### config.mk
export PLATFORM = sky130hd
export DESIGN_NAME = pl_reset_sequencer
export DESIGN_NICKNAME = d
export VERILOG_FILES = /design/src/rtl/pl_reset_sequencer.sv
export SDC_FILE = /design/constraint.sdc
export NUM_CORES = 1
export LEC_CHECK = 0
export CORE_MARGIN = 3
export CORE_UTILIZATION = 45
export DETAILED_ROUTE_END_ITERATION = 16
export MAX_ROUTING_LAYER = met4
export PLACE_DENSITY = 0.74
export SLEW_MARGIN = 25
export SYNTH_ARGS = -nofsm -noshare
export SYNTH_HDL_FRONTEND = slang
export SYNTH_SLANG_ARGS = --single-unit
### constraint.sdc
create_clock -name pl_clk0 -period 1.5 [get_ports pl_clk0]
set_input_delay 0.15 -clock pl_clk0 [delete_from_list [all_inputs] [get_ports pl_clk0]]
set_output_delay 0.15 -clock pl_clk0 [all_outputs]
set_load 0.005 [all_outputs]
### src/rtl/pl_reset_sequencer.sv
// Sequenced PL reset generator: synchronizes PS reset, clock lock and software reset, then
// releases interconnect reset first and peripheral reset STAGGER cycles later.
// Optional release counter is enabled by defining PL_RST_SEQ_STATUS_EN.
module pl_reset_sequencer #(
  parameter int unsigned SYNC_STAGES = 2,
  parameter int unsigned HOLD_CYCLES = 16,
  parameter int unsigned STAGGER     = 4,
  parameter int unsigned CNT_W       = 8
) (
  input  logic             pl_clk0,
  input  logic             pl_reset,
  input  logic             ext_resetn,
  input  logic             dcm_locked,
  input  logic             aux_reset,
  output logic             interconnect_aresetn,
  output logic             peripheral_aresetn,
  output logic             peripheral_reset,
  output logic             rst_active,
  output logic [CNT_W-1:0] release_count
);

  localparam int unsigned CntMax = (HOLD_CYCLES > STAGGER) ? HOLD_CYCLES : STAGGER;
  localparam int unsigned CntW   = (CntMax > 1) ? $clog2(CntMax) : 1;
  localparam logic [CntW-1:0] HoldLast = CntW'(HOLD_CYCLES - 1);
  localparam logic [CntW-1:0] StagLast = CntW'(STAGGER - 1);

  typedef enum logic [1:0] {StReset, StHold, StRelIc, StRun} state_e;

  // Synchronizers reset to the "reset requested" level of each input.
  logic [SYNC_STAGES-1:0] ext_sync_q, ext_sync_d;
  logic [SYNC_STAGES-1:0] lock_sync_q, lock_sync_d;
  logic [SYNC_STAGES-1:0] aux_sync_q, aux_sync_d;
  logic                   req_rst;

  always_comb begin
    ext_sync_d  = {ext_sync_q[SYNC_STAGES-2:0], ext_resetn};
    lock_sync_d = {lock_sync_q[SYNC_STAGES-2:0], dcm_locked};
    aux_sync_d  = {aux_sync_q[SYNC_STAGES-2:0], aux_reset};
    req_rst     = ~ext_sync_q[SYNC_STAGES-1] | ~lock_sync_q[SYNC_STAGES-1] |
                  aux_sync_q[SYNC_STAGES-1];
  end

  always_ff @(posedge pl_clk0 or posedge pl_reset) begin
    if (pl_reset) begin
      ext_sync_q  <= '0;
      lock_sync_q <= '0;
      aux_sync_q  <= '1;
    end else begin
      ext_sync_q  <= ext_sync_d;
      lock_sync_q <= lock_sync_d;
      aux_sync_q  <= aux_sync_d;
    end
  end

  state_e          state_q, state_d;
  logic [CntW-1:0] cnt_q, cnt_d;
  logic            ic_q, ic_d;
  logic            pr_q, pr_d;
  logic            prst_q, prst_d;
  logic            act_q, act_d;

  // A reset request always wins over a pending release step.
  always_comb begin
    state_d = state_q;
    cnt_d   = cnt_q;
    unique case (state_q)
      StReset: begin
        cnt_d = '0;
        if (!req_rst) state_d = StHold;
      end
      StHold: begin
        if (req_rst) begin
          state_d = StReset;
          cnt_d   = '0;
        end else if (cnt_q == HoldLast) begin
          state_d = StRelIc;
          cnt_d   = '0;
        end else begin
          cnt_d = cnt_q + CntW'(1);
        end
      end
      StRelIc: begin
        if (req_rst) begin
          state_d = StReset;
          cnt_d   = '0;
        end else if (cnt_q == StagLast) begin
          state_d = StRun;
          cnt_d   = '0;
        end else begin
          cnt_d = cnt_q + CntW'(1);
        end
      end
      StRun: begin
        cnt_d = '0;
        if (req_rst) state_d = StReset;
      end
      default: begin
        state_d = StReset;
        cnt_d   = '0;
      end
    endcase
    ic_d   = (state_d == StRelIc) || (state_d == StRun);
    pr_d   = (state_d == StRun);
    prst_d = (state_d != StRun);
    act_d  = (state_d != StRun);
  end

  always_ff @(posedge pl_clk0 or posedge pl_reset) begin
    if (pl_reset) begin
      state_q <= StReset;
      cnt_q   <= '0;
      ic_q    <= 1'b0;
      pr_q    <= 1'b0;
      prst_q  <= 1'b1;
      act_q   <= 1'b1;
    end else begin
      state_q <= state_d;
      cnt_q   <= cnt_d;
      ic_q    <= ic_d;
      pr_q    <= pr_d;
      prst_q  <= prst_d;
      act_q   <= act_d;
    end
  end

  assign interconnect_aresetn = ic_q;
  assign peripheral_aresetn   = pr_q;
  assign peripheral_reset     = prst_q;
  assign rst_active           = act_q;

`ifdef PL_RST_SEQ_STATUS_EN
  logic [CNT_W-1:0] rel_cnt_q, rel_cnt_d;

  always_comb begin
    rel_cnt_d = rel_cnt_q;
    if ((state_d == StRun) && (state_q != StRun) && (rel_cnt_q != '1)) begin
      rel_cnt_d = rel_cnt_q + CNT_W'(1);
    end
  end

  always_ff @(posedge pl_clk0 or posedge pl_reset) begin
    if (pl_reset) rel_cnt_q <= '0;
    else          rel_cnt_q <= rel_cnt_d;
  end

  assign release_count = rel_cnt_q;
`else
  assign release_count = '0;
`endif

endmodule

==> results of run 1 <==
sequential cells by signal, indices dropped and copies added, names as in the netlist:
register,flops
aux_sync_q,2
cnt_q,4
ext_sync_q,2
interconnect_aresetn,1
lock_sync_q,2
peripheral_aresetn,1
rst_active,1
state_q,2
kinds of logic (layout without fill, tap and decap cells):
group / count (synthesis) / after routing / share of synthesized area, %
AOI/OAI and AO/OA: 11 / 11 / 11.9
adders and majority gates: 1 / 1 / 1.89
and+or+nand+nor: 18 / 18 / 17.2
DFF: 15 / 15 / 57.2
other: 1 / 8 / 0.565
buffers and inverters: 11 / 14 / 11.3
final cells by class:
cell class	instances	area (um^2)
Tap cell	15	18.8
Timing Repair Buffer	8	82.6
Fill cell	116	583
Clock inverter	1	5.00
Inverter	2	7.51
Clock buffer	3	22.5
Multi-Input combinational cell	38	235
Sequential cell	15	379
cells in the mapped netlist, types with 2 or more instances:
| library cell | n |
|---|---|
| inv_1 | 2 |
| dfstp_2 | 3 |
| nand2_1 | 3 |
| nand2b_1 | 3 |
| buf_4 | 9 |
| dfrtp_1 | 12 |
| nor2b_1 | 2 |
| a21oi_1 | 2 |
| nand3b_1 | 2 |
worst max-delay path by stage:
stage                           from  slack, ns          to
after global placement      cnt_q[0]       0.26  state_q[0]
after floorplan             cnt_q[0]       0.37  state_q[0]
after detailed placement    cnt_q[0]       0.25  state_q[0]
after global routing      rst_active       0.02  rst_active
final                     rst_active       0.05  rst_active
after CTS                 rst_active       0.04  rst_active
power groups by stage:
stage          clock (uW)  combinational, uW  sequential [uW]
6_report              228               27.6              420
3_3_place_gp            0               27.7              428
3_5_place_dp            0               28.1              428
2_1_floorplan           0               30.1              427
4_1_cts               232               28.1              420
5_1_grt               252               32.2              421
stage by stage:
stage | hold slack [ns] | util, % | worst slack (ns) | power [uW] | instances
floorplan | 0.0493 | - | 0.370 | 457 | 64
global placement | 0.334 | 54.0 | 0.260 | 455 | 78
detailed placement | 0.335 | 54.0 | 0.255 | 456 | 78
CTS | 0.226 | 56.1 | 0.0443 | 681 | 82
global route | 0.262 | 56.3 | 0.0171 | 706 | 82
finish | 0.198 | 56.3 | 0.0517 | 676 | 82
layer usage:
layer | share of wire [%] | vias up
met5 | 0 | -
met4 | 0.50 | 0
met3 | 6.3 | 2
met2 | 48 | 15
met1 | 45 | 198
li1 | - | 204
timing repair:
item | 4_1_cts | 5_1_grt
setup endpoints to repair | 0 | 1
gates resized for setup | 0 | 1
endpoints found under the hold margin | 0 | 0
==> reports/qor.yml, run 1 <==
cells_and_area:
  finalNetCount: 74
  layout_common_cells: "dfrtp_1, conb_1, clkdlybuf4s50_1"
  syn_to_final_growth_pct: 13.2
  drive_gt1_share_pct: 13.4
  antenna_cells: 0
  post-route-cell-area_um2: 751
  final_common_cell: "dfrtp_1"
grt:
  grt_pass1_wl_mm: 1.70
  overflow: 0
  top_usage_layer: "met2"
  use_met3_pct: 3.66
  grt_max_degree: 16
  met1_usage_pct: 13.8
  grt_use_met2_pct: 20.6
  grt.total_usage_pct: 12.4
  antenna_found_initial: 0
  grt_pass1_vias: 423
floorplanning:
  start_util_pct: 49.7
  die_w_um: 44.4
  dieHeight_um: 44.4
  fp.coreArea_mm2: 0.00133
  dieArea_mm2: 0.00197
  rows: 13
  ios: 17
placement:
  dp_hpwl_um: 690
  gp_congestion: 0.796
  portBuffers: 8
  placed_cell_area_um2: 721
setup_path:
  crit_buf_inv: 1
  cp.depth: 1
  end_kind: "output port"
  critPathKind: "flip-flop to output port"
  cp_max_fo: 2
  r2r_start: "cnt_q[0]"
  rr_endpoint: "state_q[0]"
  crit_family: "flip-flops"
  crit_slowest_cell: "dfstp_2"
  rr_worst_depth: 4
  required_ns: 1.35
  slowest_delay_ns: 0.53
  crit_path_cell_trace: "clkdlybuf4s50_1"
  r2r_slack_ns: 0.23
  cp.arrival_ns: 1.30
  critPathLaunchType: "flip-flop"
clock_network:
  cts_buffers: 3
  cts-hold-fix-buffers: 0
  cts_max_level: 1
  clk_path_buf_depth: 2
  clock_sinks: 15
  cts_setup_buffers: 0
  clk_pin_slew_ns: 0.09
  cts-root-buf: "clkbuf_4"
  clkLatencyLatePin_ns: 0.28
  cts_tree: "built"
drt:
  drc_errors: 0
  dr.pass1.iters: 4
  vias: 419
  routed_wl_um: 996
  viasPerCell: 5.11
  first_iter_violations: 13
  post_drt_wl_per_cell_um: 12.1
  antenna_left: 0
timing:
  fin_crit_sh_pct: 96.6
  finalClockSkew_ns: 0.00406
  finalSetupViolCount: 0
  grt_setup_unrepaired: "no"
  worst_pin_slew_ns: 0.531
  fin_setup_tns_ns: 0
  period_needed_ns: 1.45
  relSlewSlack_pct: 64.5
  clock.fmax_ghz: 0.690
  hold_violations: 0
  maxSlewViolCount: 0
power_and_ir_drop:
  intPower_uw: 526
  switching_power_uw: 149
  irDropWorstVdd_mv: 0.504
  seqPwrFrac_pct: 62.2
  p_comb_share_pct: 4.1
  power_frac_clock_pct: 33.7
  p_leak_uw: 0.000349
  powerDensity_mw_per_mm2: 900
  swShare_pct: 22.1
synthesis:
  ys_warn_count: 0
  synth_cell_types: 28
  synth.top_cell.area_share_pct: 45.3
  avgSynthCellArea_um2: 11.6
  synth-main-ff-cell: "dfrtp_1"
  synth_edf_count: 0
  synth_seq_cells: 15
  synth-seq-area-share_pct: 57.2
  syn_area_um2: 663
  ys_async_sr_fraction_pct: 100
  yosysTopAreaCell: "dfrtp_1"
  syn_inst: 57
  synth_area_leaders: "dfrtp_1, dfstp_2, buf_4"
flow_run:
  maxCapViolCount: 0
status:
  status: "complete, no violations"
min_path:
  hold_path_class: "input port to asynchronous set/reset pin"
Note: power is estimated with default switching activity, not from simulation.
==> run 2: changes to the inputs <==
Settings changed: PLACE_DENSITY 0.74 to 0.83.
==> run 2 against run 1 <==
  * Clock-buffer cell count is the same
  * Non-clock buffer count is the same
  * Setup slack lost 0.0031 ns
  * Global-route usage grew 0.45 points
  * Clock power shrank 2%
  * Die area is the same
  * Wire length shrank 2.1%
  * Cell count is the same
  * Maximum frequency shrank 0.21%
  * Via count shrank 2.1%
  * Hold slack gained 0.0049 ns
==> reports/qor.yml, run 2 (same netlist as run 1, synthesis figures left out) <==
status:
  status: "complete, no violations"  # unchanged
cells_and_area:
  drive_gt1_share_pct: 13.4  # unchanged
  fill_cells: 117  # was 116
  layout_common_cells: "dfrtp_1, conb_1, clkdlybuf4s50_1"  # unchanged
  syn_to_final_growth_pct: 12.8  # was 13.2%
  largest_reg_flops: 4  # unchanged
  regMostFlops: "cnt_q"  # unchanged
  finalNetCount: 74  # unchanged
  final_common_cell: "dfrtp_1"  # unchanged
  antenna_cells: 0  # unchanged
setup_path:
  cp-startpoint: "rst_active"  # unchanged
  crit_buf_inv: 1  # unchanged
  critPathKind: "flip-flop to output port"  # unchanged
  r2r_start: "cnt_q[0]"  # unchanged
  required_ns: 1.35  # about the same
  crit_family: "flip-flops"  # unchanged
  cp.depth: 1  # unchanged
  critPathLaunchType: "flip-flop"  # unchanged
  cp.arrival_ns: 1.30  # about the same
  crit_path_cell_trace: "clkdlybuf4s50_1"  # unchanged
  r2r_slack_ns: 0.18  # was 0.23 ns
  cp_max_fo: 2  # unchanged
  rr_worst_depth: 4  # unchanged
  rr_endpoint: "state_q[0]"  # unchanged
  crit_slowest_cell: "dfstp_2"  # unchanged
  end_kind: "output port"  # unchanged
  slowest_delay_ns: 0.54  # was 0.53 ns
power_and_ir_drop:
  seqPwrFrac_pct: 62.6  # was 62.2%
  irDropWorstVdd_mv: 0.574  # was 0.504 mV
  power_uw: 672  # was 676 uW
  intPower_uw: 526  # about the same
  p_comb_share_pct: 4.1  # about the same
  power_frac_clock_pct: 33.3  # was 33.7%
  swShare_pct: 21.6  # was 22.1%
  switching_power_uw: 145  # was 149 uW
  p_leak_uw: 0.000349  # about the same
  powerDensity_mw_per_mm2: 898  # was 900 mW/mm^2
min_path:
  hold_path_class: "input port to asynchronous set/reset pin"  # unchanged
drt:
  antenna_left: 0  # unchanged
  post_drt_wl_per_cell_um: 11.9  # was 12.1 um
  drc_errors: 0  # unchanged
  viasPerCell: 5.00  # was 5.11
  routed_wl_um: 975  # was 996 um
  first_iter_violations: 2  # was 13
  dr.pass1.iters: 4  # unchanged
  vias: 410  # was 419
clock_network:
  cts-hold-fix-buffers: 0  # unchanged
  clk_path_buf_depth: 2  # unchanged
  cts_buffers: 3  # unchanged
  cts-root-buf: "clkbuf_4"  # unchanged
  clock_sinks: 15  # unchanged
  cts_tree: "built"  # unchanged
  clk_pin_slew_ns: 0.09  # about the same
  cts.repair.resized: 0  # unchanged
  cts_setup_buffers: 0  # unchanged
  clkLatencyLatePin_ns: 0.28  # about the same
  cts_max_level: 1  # unchanged
timing:
  relSlewSlack_pct: 64.6  # was 64.5%
  finalClockSkew_ns: 0.00261  # was 0.00406 ns
  clock.fmax_ghz: 0.689  # was 0.690 GHz
  maxSlewViolCount: 0  # unchanged
  fin_crit_sh_pct: 96.8  # was 96.6%
  grt_setup_unrepaired: "no"  # unchanged
  fin_setup_tns_ns: 0  # unchanged
  timing.hold.ws_ns: 0.203  # was 0.198 ns
  worst_pin_slew_ns: 0.531  # about the same
  hold_violations: 0  # unchanged
  period_needed_ns: 1.45  # about the same
  fin_ws_ns: 0.0487  # was 0.0517 ns
  finalSetupViolCount: 0  # unchanged
floorplanning:
  fp.coreArea_mm2: 0.00133  # unchanged
  dieHeight_um: 44.4  # unchanged
  start_util_pct: 49.7  # unchanged
  rows: 13  # unchanged
  ios: 17  # unchanged
  dieArea_mm2: 0.00197  # unchanged
  die_w_um: 44.4  # unchanged
placement:
  dp_hpwl_um: 713  # was 690 um
  portBuffers: 8  # unchanged
  gp_congestion: 0.787  # was 0.796
  place_ws_ns: 0.224  # was 0.255 ns
flow_run:
  maxCapViolCount: 0  # unchanged
grt:
  grt_max_degree: 16  # unchanged
  grt.total_usage_pct: 12.9  # was 12.4%
  grt_pass1_vias: 427  # was 423
  overflow: 0  # unchanged
  antenna_found_initial: 0  # unchanged
  grt_pass1_wl_mm: 1.78  # was 1.70 mm
## run 2: cell types whose count changed in the layout (fill, tap and decap cells not counted)
cell | before | now
dlymetal6s2s_1 | 1 | 0
clkdlybuf4s50_1 | 7 | 8
## run 2: metrics by stage
| stage | area (um^2) | util, % | std cells |
|---|---|---|---|
| 6_report | 748 | 56.1 | 82 |
| 5_1_grt | 748 | 56.1 | 82 |
| 4_1_cts | 748 | 56.1 | 82 |
| 3_5_place_dp | 721 | 54.0 | 78 |
| 3_3_place_gp | 721 | 54.0 | 78 |
| 2_1_floorplan | 689 | - | 64 |
## run 2: power groups by stage
stage | combinational (uW) | clock [uW] | sequential, uW
final | 27.5 | 223 | 421
after global routing | 32.5 | 249 | 422
after CTS | 27.9 | 234 | 421
after detailed placement | 27.9 | 0 | 429
after global placement | 27.6 | 0 | 428
after floorplan | 30.1 | 0 | 427
## run 2: worst max-delay path by stage
stage / endpoint
global route: peripheral_reset
floorplan: state_q[0]
finish: peripheral_reset
CTS: rst_active
detailed placement: state_q[0]
global placement: state_q[0]
## run 2: per-layer routing
metal | share of wire [%] | wire length [um] | GRT usage (%)
met4 | 0 | 0 | 7.23
met5 | 0 | 0 | -
met2 | 47 | 463 | 19.5
met1 | 47 | 454 | 16.1
met3 | 5.8 | 57 | 2.44
## run 2: area by class of cell
class / count / area [um^2] / share of cell area, %
flip-flops and latches: 15 / 379 / 50.7
multi-input cells: 38 / 235 / 31.4
repair buffers: 8 / 80.1 / 10.7
clock buffers: 3 / 22.5 / 3.01
well taps: 15 / 18.8 / 2.51
inverters: 2 / 7.51 / 1.00
clock inverters: 1 / 5.00 / 0.669
==> variant 1, RTL diff (config.mk and constraints of run 1) <==
Build with the macro `PL_RST_SEQ_STATUS_EN` defined.
--- a/src/rtl/pl_reset_sequencer.sv
+++ b/src/rtl/pl_reset_sequencer.sv
@@ -1,6 +1,8 @@
 // Sequenced PL reset generator: synchronizes PS reset, clock lock and software reset, then
 // releases interconnect reset first and peripheral reset STAGGER cycles later.
 // Optional release counter is enabled by defining PL_RST_SEQ_STATUS_EN.
+`define PL_RST_SEQ_STATUS_EN
+
 module pl_reset_sequencer #(
   parameter int unsigned SYNC_STAGES = 2,
   parameter int unsigned HOLD_CYCLES = 16,
Formal check against the unedited RTL: same outputs for any inputs over 10 cycles, from zero or initial values and one cycle with pl_reset high; that may be too few to reach the edited logic, so the function may still have changed.
==> variant 1 against run 1 <==
  * The run now ends with negative setup slack left
  * Synthesized cell count up 44%
  * Clock skew about the same
  * Sequential cell count up 7
  * Routed wire length up 100%
  * Sequential share of layout area down 12 points
  * Total power up 44%
  * First-iteration DRC count down 69%
  * Synthesized area up 44%
  * Register-to-register slack worse by 0.26 ns
  * Combinational power up 47%
  * Cell count up 83%
  * Setup slack worse by 0.079 ns
  * Sequential power up 45%
  * Final area up 94%
  * Critical endpoint is now release_count[7]
==> variant 1: results (changes against run 1) <==
clock_network:
  clock_latency_ns: 0.31  # was 0.28 ns
  cts_buffer_depth: 2  # unchanged
  clkTransAtPathRegs_ns: 0.12  # was 0.09 ns
timing:
  fin_skew_ns: 0.00448  # was 0.00406 ns
  setup_viol: 2  # was 0
  setup_slack_ns: -0.0272  # was 0.0517 ns
  slew_headroom: 0.786  # was 0.645
placed_design:
  dp.cells: 141  # was 78
  numPortBuffers: 16  # was 8
  place_hpwl_um: 1340  # was 690 um
  gp_congestion: 0.745  # was 0.796
route:
  drt-total-wl_um: 2000  # was 996 um
  detail_route.wl_per_cell_um: 13.3  # was 12.1 um
  drtIter0Drc: 4  # was 13
  dr.pass1.iters: 2  # was 4
  num_vias: 741  # was 419
finish:
  layout.nets: 131  # was 74
  drive_gt1_frac: 0.358  # was 0.134
  largest_register_ffs: 8  # was 4
global_routing:
  grt_pass1_vias: 716  # was 423
  grt_max_degree: 23  # was 16
  grt_pass1_wl_um: 3130  # was 1700 um
  grt_usage: 0.167  # was 0.124
run_status:
  outcome: "finished, violations left"  # was finished, final reports clean
  violations: "negative setup slack"
logic_synthesis:
  avgSynthCellArea_um2: 11.7  # was 11.6 um2
  yosysUniqueCellTypes: 31  # was 28
  ys_top_cells_by_area: "dfrtp_1 50%, dfstp_2 8.2%, xor2_1 5.5%"  # was dfrtp_1 45%, dfstp_2 12%, buf_4 10%
  synth_commonest_cells: "19 x dfrtp_1, 7 x nor2_1, 6 x nand3_1, 6 x xor2_1, 5 x nand2_1"  # was 12 x dfrtp_1, 9 x buf_4, 3 x dfstp_2, 3 x nand2_1, 3 x nand2b_1
  ys_seq_area_frac: 0.579  # was 0.572
worst_setup_path:
  cp.arrival_ns: 1.73  # was 1.30 ns
  cp_top_family: "simple AND/OR/NAND/NOR gates"  # was flip-flops
  critPathSlowestCell: "dfrtp_1"  # was dfstp_2
power_and_ir_drop:
  leakagePower_uw: 0.000799  # was 0.000349 uW
## variant 1: kinds of logic (layout without fill, tap and decap cells)
family,after synthesis,count (layout),share of synthesized area
fa+ha+maj,2,2,0.0261
compound gates,6,6,0.0497
simple gates,36,36,0.217
mux,3,3,0.0353
flops,22,22,0.579
xor+xnor,7,7,0.0641
buf+inv,6,47,0.0288
## variant 1: cell type report
class | count | area [um2]
multi-input combinational | 54 | 450
clock buffer | 4 | 36.3
sequential | 22 | 554
tap | 27 | 33.8
inverter | 4 | 15.0
fill | 122 | 524
timing repair buffer | 39 | 368
## variant 1: worst paths after layout
check                                         to  slack, ns           start  cells past startpoint
worst max-delay path            release_count[7]      -0.03        cnt_q[1]                      5
worst min-delay path            release_count[1]       0.16        pl_reset                      3
worst max register to register  release_count[7]      -0.03        cnt_q[1]                      5
worst min register to register    lock_sync_q[1]       0.36  lock_sync_q[0]                      0
max in group asynchronous             rst_active       1.06        pl_reset                      3
min in group pl_clk0               aux_sync_q[0]       0.24       aux_reset                      1
## variant 1: power by group through the flow
| stage | logic (uW) | registers [uW] | clock network (uW) |
|---|---|---|---|
| after floorplan | 16.7 | 619 | 0 |
| final | 40.6 | 608 | 323 |
| after global placement | 39.5 | 618 | 0 |
| after detailed placement | 40.2 | 619 | 0 |
| after global routing | 46.1 | 609 | 363 |
| after CTS | 41.1 | 608 | 332 |
## variant 1: repair_timing
item                                    4_1_cts  5_1_grt
hold buffers                                  0        0
endpoints found under the setup margin        3       16
gates resized for setup                       2       19
pin swaps                                     2        5
setup buffers                                 3        2
## variant 1: layer usage
metal / GRT usage / vias up / routed length (um)
met5: - / - / 0
met4: 0.0961 / 0 / 70
met3: 0.0344 / 9 / 60
met2: 0.264 / 19 / 1060
met1: 0.199 / 349 / 807
li1: - / 364 / -
## variant 1: stage by stage
stage                     area [um2]  hold slack, ns  utilization  setup TNS (ns)  setup slack (ns)
after global routing            1460           0.195        0.735          -0.298           -0.0717
after detailed placement        1300           0.336        0.655          -0.151            -0.113
after global placement          1300           0.334        0.655         -0.0482           -0.0482
after CTS                       1380           0.166        0.695               0           0.00146
after floorplan                  982           0.137            -         -0.0442           -0.0442
final                           1460           0.159        0.735         -0.0277           -0.0272
## variant 1: worst min-delay path: stages
cell and delay (ns):
clkdlybuf4s50_1 0.40, inv_1 0.05, buf_4 0.27
==> variant 2, RTL diff (flow settings as in run 1) <==
Made on the original files. Re-encode `state_e` (4 states) as Gray code, 2 bits wide.
--- a/src/rtl/pl_reset_sequencer.sv
+++ b/src/rtl/pl_reset_sequencer.sv
@@ -24,7 +24,7 @@
   localparam logic [CntW-1:0] HoldLast = CntW'(HOLD_CYCLES - 1);
   localparam logic [CntW-1:0] StagLast = CntW'(STAGGER - 1);
 
-  typedef enum logic [1:0] {StReset, StHold, StRelIc, StRun} state_e;
+  typedef enum logic [1:0] {StReset = 2'b00, StHold = 2'b01, StRelIc = 2'b11, StRun = 2'b10} state_e;
 
   // Synchronizers reset to the "reset requested" level of each input.
   logic [SYNC_STAGES-1:0] ext_sync_q, ext_sync_d;
Formal check against the unedited RTL: no difference found for any inputs over 10 cycles, from zero or initial values and one cycle with pl_reset high; not proved beyond that.
==> variant 2 against run 1 <==
  * Routed wire length decreased by 14%
  * Final area decreased by 9.5%
  * First-iteration DRC count decreased by 62%
  * Global-route usage decreased by 1.4 points
  * Setup slack improved by 0.0069 ns
  * Clock power increased by 18%
  * Cell count decreased by 9.8%
  * Synthesized cell count decreased by 12%
  * Synthesized area decreased by 12%
  * Fmax increased by 0.48%
  * Count of clock-buffer cells in the layout increased by 1
  * Sequential cell count decreased by 1
  * Total power increased by 1.8%
  * Hold slack got worse by 0.030 ns
  * Critical endpoint is now interconnect_aresetn
  * Largest cell class unchanged
  * Highest routed layer unchanged
==> variant 2: results (changes against run 1) <==
run_status:
  outcome: "finished, final reports clean"  # unchanged
finish:
  nClkBuffers: 4  # was 3
  largest_cell_class: "flip-flops and latches"  # unchanged
  final_cells: 74  # was 82
  final-clk-cell-share: 0.0534  # was 0.0367
  multi_input_area_um2: 180  # was 235 um2
  drive_gt1_frac: 0.133  # was 0.134
  n_all_inverters: 3  # was 2
  fill_cells: 102  # was 116
  n_antenna_cell: 0  # unchanged
  buffer_area_frac: 0.118  # was 0.110
  design_area_um2: 679  # was 751 um2
  multi_input_gates: 31  # was 38
  layout.nets: 67  # was 74
logic_synthesis:
  avgSynthCellArea_um2: 11.7  # was 11.6 um2
  ys_top_cells_by_area: "dfrtp_1 47%, dfstp_2 13%, buf_4 12%"  # was dfrtp_1 45%, dfstp_2 12%, buf_4 10%
  ys_ff_latch: 14  # was 15
  ys_seq_area_frac: 0.603  # was 0.572
  synth_commonest_cells: "11 x dfrtp_1, 9 x buf_4, 5 x nand2_1, 3 x dfstp_2, 3 x inv_1"  # was 12 x dfrtp_1, 9 x buf_4, 3 x dfstp_2, 3 x nand2_1, 3 x nand2b_1
worst_setup_path:
  cp_max_fo: 7  # was 2
  slowest_delay_ns: 0.56  # was 0.53 ns
  cp_top_family: "buffers and inverters"  # was flip-flops
  critPathSlowestCell: "clkdlybuf4s50_1"  # was dfstp_2
timing:
  fin_skew_ns: 0.0113  # was 0.00406 ns
power_and_ir_drop:
  leakagePower_uw: 0.000305  # was 0.000349 uW
  peakVddDrop_mv: 0.663  # was 0.504 mV
placed_design:
  place_hpwl_um: 607  # was 690 um
  gp_congestion: 0.763  # was 0.796
  placed_area_um2: 643  # was 721 um2
  dp_slack_ns: 0.150  # was 0.255 ns
  dp.cells: 70  # was 78
global_routing:
  grt_pass1_wl_um: 1350  # was 1700 um
  met1_usage: 0.111  # was 0.138
  grt_usage: 0.110  # was 0.124
  grt_pass1_vias: 336  # was 423
  grtUsageMet3: 0.0386  # was 0.0366
  grt_max_degree: 15  # was 16
  met2_usage: 0.179  # was 0.206
route:
  wl_met2_um: 422  # was 480 um
  drt-met1-wl_um: 335  # was 447 um
  drt-total-wl_um: 855  # was 996 um
  drtIter0Drc: 5  # was 13
==> variant 2: report_power, final <==
part           switching (uW)  total [uW]  internal (uW)  leakage, uW
Combinational            14.5        25.7           11.2     0.000109
Sequential               4.07         393            389     0.000175
Clock                     122         269            148    0.0000210
Total                     140         688            548     0.000305
==> variant 2: path summary, 6_finish.rpt <==
path,cells after the start,end,slack (ns),from
setup / recovery,1,interconnect_aresetn,0.06,interconnect_aresetn
max in group asynchronous,2,aux_sync_q[1],0.97,pl_reset
setup reg to reg,4,peripheral_aresetn,0.12,cnt_q[0]
hold reg to reg,0,ext_sync_q[1],0.35,ext_sync_q[0]
min in group pl_clk0,1,aux_sync_q[0],0.28,aux_reset
hold / removal,2,cnt_q[2],0.17,pl_reset
==> variant 2: logic make-up after synthesis <==
family	count (synthesis)	share of synthesized area
buffers and inverters	12	0.134
and+or+nand+nor	13	0.119
DFF	14	0.603
other	1	0.00639
AOI/OAI and AO/OA	9	0.115
adders and majority gates	1	0.0213
